--- config.mk ---
export PLATFORM = sky130hd
export DESIGN_NAME = instr_fetch_unit
export DESIGN_NICKNAME = d
export VERILOG_FILES = /design/src/rtl/instr_fetch_unit.sv
export SDC_FILE = /design/constraint.sdc
export NUM_CORES = 1
export LEC_CHECK = 0
export CAP_MARGIN = 40
export CORE_ASPECT_RATIO = 1.2
export CORE_MARGIN = 5
export CORE_UTILIZATION = 35
export DETAILED_ROUTE_END_ITERATION = 6
export GPL_ROUTABILITY_DRIVEN = 0
export MAX_ROUTING_LAYER = met4
export PLACE_DENSITY = 0.72
export SLEW_MARGIN = 40
export SYNTH_ARGS = -nofsm -noshare
export SYNTH_HDL_FRONTEND = slang
export SYNTH_SLANG_ARGS = --single-unit
--- constraint.sdc ---
create_clock -name clk -period 4.1 [get_ports clk]
set_clock_uncertainty 0.15 [all_clocks]
set_input_delay 0.41 -clock clk [delete_from_list [all_inputs] [get_ports clk]]
set_output_delay 0.41 -clock clk [all_outputs]
set_load 0.005 [all_outputs]
--- src/rtl/instr_fetch_unit.sv ---
// rtl/instr_fetch_unit.sv - PC register, instruction fetch FSM and field split
//
// Purpose : owns the PC, fetches one word at a time from instruction memory
//           over a req/ack handshake, holds the fetched word until the core
//           commits it, and exposes op/funct3/funct7b5 to the control unit.
// Macro   : FETCH_PERF_CNT_EN adds the CNT_W parameter, the fetch_count port
//           and its committed-instruction counter.
// Ports   : clk, reset (sync, active-high)
//           PCSrc, PCTarget, advance      - next-PC selection and commit
//           imem_req, imem_addr           - fetch request / address (= PC)
//           imem_rdata, imem_ack          - memory response
//           Instr, instr_valid, PC, PCPlus4, op, funct3, funct7b5
//           fetch_err, err_code           - sticky error (01 misaligned, 10 timeout)
//           fetch_count                   - optional commit counter
module instr_fetch_unit #(
    parameter logic [31:0] RESET_PC    = 32'h0000_0000,
    parameter int          ACK_TIMEOUT = 16
`ifdef FETCH_PERF_CNT_EN
    , parameter int        CNT_W       = 32
`endif
) (
    input  logic        clk,
    input  logic        reset,
    input  logic        PCSrc,
    input  logic [31:0] PCTarget,
    input  logic        advance,
    output logic        imem_req,
    output logic [31:0] imem_addr,
    input  logic [31:0] imem_rdata,
    input  logic        imem_ack,
    output logic [31:0] Instr,
    output logic        instr_valid,
    output logic [31:0] PC,
    output logic [31:0] PCPlus4,
    output logic [6:0]  op,
    output logic [2:0]  funct3,
    output logic        funct7b5,
    output logic        fetch_err,
    output logic [1:0]  err_code
`ifdef FETCH_PERF_CNT_EN
    , output logic [CNT_W-1:0] fetch_count
`endif
);

    localparam logic [1:0] S_IDLE = 2'd0;
    localparam logic [1:0] S_REQ  = 2'd1;
    localparam logic [1:0] S_HOLD = 2'd2;
    localparam logic [1:0] S_TRAP = 2'd3;

    localparam int          TW      = $clog2(ACK_TIMEOUT) + 1;
    localparam logic [TW-1:0] TO_LAST = TW'(ACK_TIMEOUT - 1);
    localparam logic [31:0] NOP     = 32'h0000_0013;

    logic [1:0]    state_q, state_d;
    logic [31:0]   pc_q, pc_d;
    logic [31:0]   instr_q, instr_d;
    logic          valid_q, valid_d;
    logic          err_q, err_d;
    logic [1:0]    code_q, code_d;
    logic [TW-1:0] tcnt_q, tcnt_d;
`ifdef FETCH_PERF_CNT_EN
    logic [CNT_W-1:0] cnt_q, cnt_d;
`endif

    logic [31:0] pc_plus4;
    assign pc_plus4 = pc_q + 32'd4;

    always_comb begin
        state_d = state_q;
        pc_d    = pc_q;
        instr_d = instr_q;
        valid_d = valid_q;
        err_d   = err_q;
        code_d  = code_q;
        tcnt_d  = tcnt_q;
`ifdef FETCH_PERF_CNT_EN
        cnt_d   = cnt_q;
`endif
        case (state_q)
            S_IDLE: state_d = S_REQ;
            S_REQ: begin
                if (imem_ack) begin
                    instr_d = imem_rdata;
                    valid_d = 1'b1;
                    tcnt_d  = '0;
                    state_d = S_HOLD;
                end else if (tcnt_q == TO_LAST) begin
                    // This was the ACK_TIMEOUT-th cycle with req high and no ack.
                    err_d   = 1'b1;
                    code_d  = 2'b10;
                    state_d = S_TRAP;
                end else begin
                    tcnt_d = tcnt_q + TW'(1);
                end
            end
            S_HOLD: begin
                if (advance) begin
                    valid_d = 1'b0;
                    if (!PCSrc || (PCTarget[1:0] == 2'b00)) begin
                        pc_d    = PCSrc ? PCTarget : pc_plus4;
                        state_d = S_REQ;
`ifdef FETCH_PERF_CNT_EN
                        cnt_d   = cnt_q + CNT_W'(1);
`endif
                    end else begin
                        // PC keeps the address of the faulting branch.
                        err_d   = 1'b1;
                        code_d  = 2'b01;
                        state_d = S_TRAP;
                    end
                end
            end
            S_TRAP: state_d = S_TRAP;
            default: state_d = S_IDLE;
        endcase
    end

    always_ff @(posedge clk) begin
        if (reset) begin
            state_q <= S_IDLE;
            pc_q    <= RESET_PC;
            instr_q <= NOP;
            valid_q <= 1'b0;
            err_q   <= 1'b0;
            code_q  <= 2'b00;
            tcnt_q  <= '0;
`ifdef FETCH_PERF_CNT_EN
            cnt_q   <= '0;
`endif
        end else begin
            state_q <= state_d;
            pc_q    <= pc_d;
            instr_q <= instr_d;
            valid_q <= valid_d;
            err_q   <= err_d;
            code_q  <= code_d;
            tcnt_q  <= tcnt_d;
`ifdef FETCH_PERF_CNT_EN
            cnt_q   <= cnt_d;
`endif
        end
    end

    assign imem_req    = (state_q == S_REQ);
    assign imem_addr   = pc_q;
    assign PC          = pc_q;
    assign PCPlus4     = pc_plus4;
    assign Instr       = instr_q;
    assign instr_valid = valid_q;
    assign op          = instr_q[6:0];
    assign funct3      = instr_q[14:12];
    assign funct7b5    = instr_q[30];
    assign fetch_err   = err_q;
    assign err_code    = code_q;
`ifdef FETCH_PERF_CNT_EN
    assign fetch_count = cnt_q;
`endif

endmodule
[Word level (Yosys, flattened, before mapping)]
Cells that the tools add are included.
Widths: inputs -> output; s select.
Operators by class
  add/sub/neg operators: 2
  equal/unequal tests: 11
  multiplexer cells: 21
  reduce and logical (&&, ||, !) cells: 11
Operators with widths (number)
  $add 32x3->32 const B: 1
  $mux 32: 1
  $mux 2: 8
  $mux 5: 2
  $ne 2x2->1 const B: 4
  $pmux 2 s4: 1
  $mux 1: 6
  $reduce_and 2->1: 3
  $reduce_and 3->1: 2
  $add 5x1->5 const B: 1
  $eq 5x4->1 const B: 1
  $reduce_and 5->1: 1
  $eq 2x2->1 const B: 2
  $logic_not 2->1: 2
  $ne 2x1->1 const B: 2
  $pmux 1 s2: 2
  $pmux 2 s2: 1
  $ne 3x1->1 const B: 1
  $eq 2x1->1 const B: 1
  $reduce_bool 2->1: 1
  $logic_not 1->1: 1
  $logic_or 1x1->1: 1
Word-level totals
  register bits after elaboration: 75
  input bits: 69

[Depth between registers and ports, before layout]
  depth after elaboration: 5
  mapped depth: 8
  depth with buffers taken out: 8

[Worst setup path after synthesis]
Ideal clock, no wire load.
  path kind: reg-to-output
  start point: reg pc_q[2] (netlist: PC[2])
  end point: out PCPlus4[20]
  arrival: 1.921 ns
  data required time: 3.540 ns
  slack: 1.619 ns
  cell stages (with the launch flop): 6
  buffers on the path: 0
  path through: dfxtp_1 > ha_1 > nand3_1 > or4_1 > o21a_1 > or2_1
Between the ends
  word-level cells in the longest chain between the ends: 1
Ends and longest elaborated chain
  from (decl): line 55  | logic [31:0] pc_q, pc_d;
  from (signal assigned): line 132  | pc_q <= pc_d;
  $add 32x3->32: line 66  | assign pc_plus4 = pc_q + 32'd4;
  to (decl): line 34  | output logic [31:0] PCPlus4,
Every way passes these cells.

[Worst setup path after layout]
Ends and elaborated chain as after synthesis.

==> impl_metrics.toml <==
[worst_setup_path]
start_kind = "register"
crit_slowest_cell = "or4_1"
critical_path_peak_fanout = 10
path_buf_inv = 1
critPathCaptureType = "primary output"
critPathRequiredTime_ps = 3540
worst_path_largest_cell_delay_ps = 640
critPathKind = "reg -> out"
worstPathArrival_ps = 3010
delay_heaviest_family_cp = "simple AND/OR/NAND/NOR gates"
path_cells = "ha_1, nand3_1, or4_1, o21a_1, or2_1, clkdlybuf4s50_1"
ff2ff_setup_slack_ps = 1470

[cts]
cts_post_setup_buffers_inserted = 0
holdBufCountCts = 0
clockBufferDepth = 2
clk_root_buffer_cell = "clkbuf_16"
cts_repair_resize_count = 0
ctsHtreeMaxLevel = 3
clk_pin_slew_worst_paths_ps = 70
clk_latency_ps = 330
cts_tree = "built"
numClockSinks = 75
tritoncts.num_buffers = 9

[cells_and_area]
area_delta_synth_final_pct = 54.0
finish.net_count = 756
antenna_cells = 0
num-fill-cells = 1112
drive_gt1_frac = 0.0522
seqCellArea_mm2 = 0.00150
final_design_area_no_fill_mm2 = 0.00630
total_area_of_multi_input_combinational_cells_mm2 = 0.00210

[synthesis]
synthesis.yosys.warnings = 0
yosys_most_used_dff = "dfxtp_1"
synth_top_family_by_area = "simple AND/OR/NAND/NOR gates"
synthAdderAreaFrac = 0.00917
synth_enable_flop_cells = 0
synth.top_cells.by_area = "dfxtp_1, nand2_1, buf_4"
synthArstFlopShare = 0
synthXorXnorAreaFrac = 0.0556
synth.cell_area_mm2 = 0.00409
post_synth_and_or_nand_nor_area_fraction = 0.270
post-synth-top-count-cell = "nand2_1"
synth_fp_nets = 604
muxShareOfSynthArea = 0.00244
synth_cells = 532
synth_commonest_cells = "nand2_1, dfxtp_1, a21oi_1, buf_4, nor2_1"
synth.lib_cells_used.distinct = 49
synth.avg_cell_area_um2 = 7.70
cell_accounting_for_the_most_synthesized_area = "dfxtp_1"
synth-compound-area-share = 0.173
ys_ff_latch = 75
yosysSeqAreaShare = 0.367
synth_top_area_frac = 0.367

[sta]
final.setup.worst_slack_ps = 531
maxSlewHeadroom = 0.432
setup_viol = 0
rsz0062_at_grt = "false"
setup-tns-final_ps = 0
max_freq_ghz = 0.280
timing_worst_slew_pin_value_ps = 852
final_hold_viol_count = 0
layout_min_cycle_time_ps = 3570
report.final.slew_viol_count = 0
post-route-period-util = 0.870

[power]
switchingPower_uw = 440
intPower_uw = 1360
max-vdd-ir-drop_mv = 0.212
p_sw_frac = 0.245
design_power_total_uw = 1800
clock_power_share = 0.447
total_leakage_power_uw = 0.00224
seq_power_share = 0.428
power.combinational.fraction = 0.125
power_density_mw_per_mm2 = 286

[global_route]
global_route_overflow = 0
grt_antenna_before_repair = 0
via_count_of_the_first_global_routing_pass = 4347
globalRouteTotalUtil = 0.205
grt_first_pass_wirelength_um = 22000
largest_net_degree_at_the_start_of_global_routing = 38

[place]
numPortBuffers = 212
post-place-ws_ps = 896
placedInstanceArea_mm2 = 0.00600
hpwlAfterDp_um = 10600

[die]
initial_core_util = 0.356
coreArea_mm2 = 0.0115
dieWidth_um = 109
die_y_um = 128
design.die.area_mm2 = 0.0140
top_level_ports = 213
site_row_count = 43

[routing]
totalWireLength_um = 14200
remaining_drc_errors = 0
iteration_0_drc_markers = 210
route.detailed.vias_per_inst = 5.14
avgRoutedWirePerCell_um = 16.8
drt-pass1-iter-count = 4
vias = 4348
antenna_violating_nets_post_route = 0

[min_path]
worst_hold_path_type = "reg -> reg"

[flow_run]
cap_violations = 0

[outcome]
outcome = "finished, final reports clean"
[power by group through the flow]
stage | Combinational, uW | Clock, uW | Sequential, uW
global placement | 224 | 0 | 784
global route | 244 | 863 | 774
floorplan | 84.9 | 0 | 784
finish | 225 | 806 | 771
detailed placement | 227 | 0 | 786
CTS | 228 | 820 | 771
[tightest hold or removal path, stage by stage (launching register included)]
cell and delay [ps]:
dfxtp_1 310, nand2_1 50, a21oi_1 50
[state kept, by name, summed over array words and instances, names as in the netlist]
register,count
state_q,2
tcnt_q,5
instr_valid,1
fetch_err,1
err_code,2
PC,32
Instr,32
[placed cells by master (no fill, tap or decap), drive strengths merged, types with 3 or more instances in the layout]
master	n
or2	4
a221oi	3
nand4	15
xor2	6
o221ai	3
a31oi	12
buf	8
ha	3
o21a	3
clkbuf	10
a22oi	7
o2bb2ai	6
and3	13
clkdlybuf4s50	211
nor4	3
dfxtp	75
xnor2	20
and4	5
nor3	14
nand3	21
a21oi	55
nand2	105
o21ai	16
nor2b	3
nor2	29
inv	11
[worst paths after layout]
path	startpoint	end	depth (start not counted)
max	PC[2]	PCPlus4[20]	6
min	Instr[20]	Instr[20]	2
max reg2reg	PC[2]	PC[26]	6
min reg2reg	Instr[20]	Instr[20]	2
[logic make-up (layout without fill, tap and decap cells)]
kind of cell,Yosys count,in the layout
adders and majority gates,3,3
and+or+nand+nor,223,223
xor gates and xnor gates,26,26
AOI/OAI and AO/OA,117,117
buffers and inverters,87,244
muxes,1,1
DFF,75,75
[stage by stage]
stage,utilization,hold slack (ps),cells
2_1_floorplan,-,291,532
3_3_place_gp,0.521,292,830
3_5_place_dp,0.521,299,830
4_1_cts,0.547,310,846
5_1_grt,0.547,325,846
6_report,0.547,307,846
[metal layers]
layer / share of wire / up-vias / GRT usage
li1: - / 2116 / -
met1: 0.40 / 2053 / 0.223
met2: 0.51 / 156 / 0.351
met3: 0.075 / 23 / 0.0572
met4: 0.019 / 0 / 0.0854
met5: 0 / - / -
[area by class of cell]
cell class,instances,share of cell area
repair buffers,219,0.344
well taps,157,0.0312
clock buffers,10,0.0363
multi-input cells,370,0.333
clock inverters,6,0.0113
flip-flops and latches,75,0.238
inverters,9,0.00536
(Power assumes the default switching activity.)
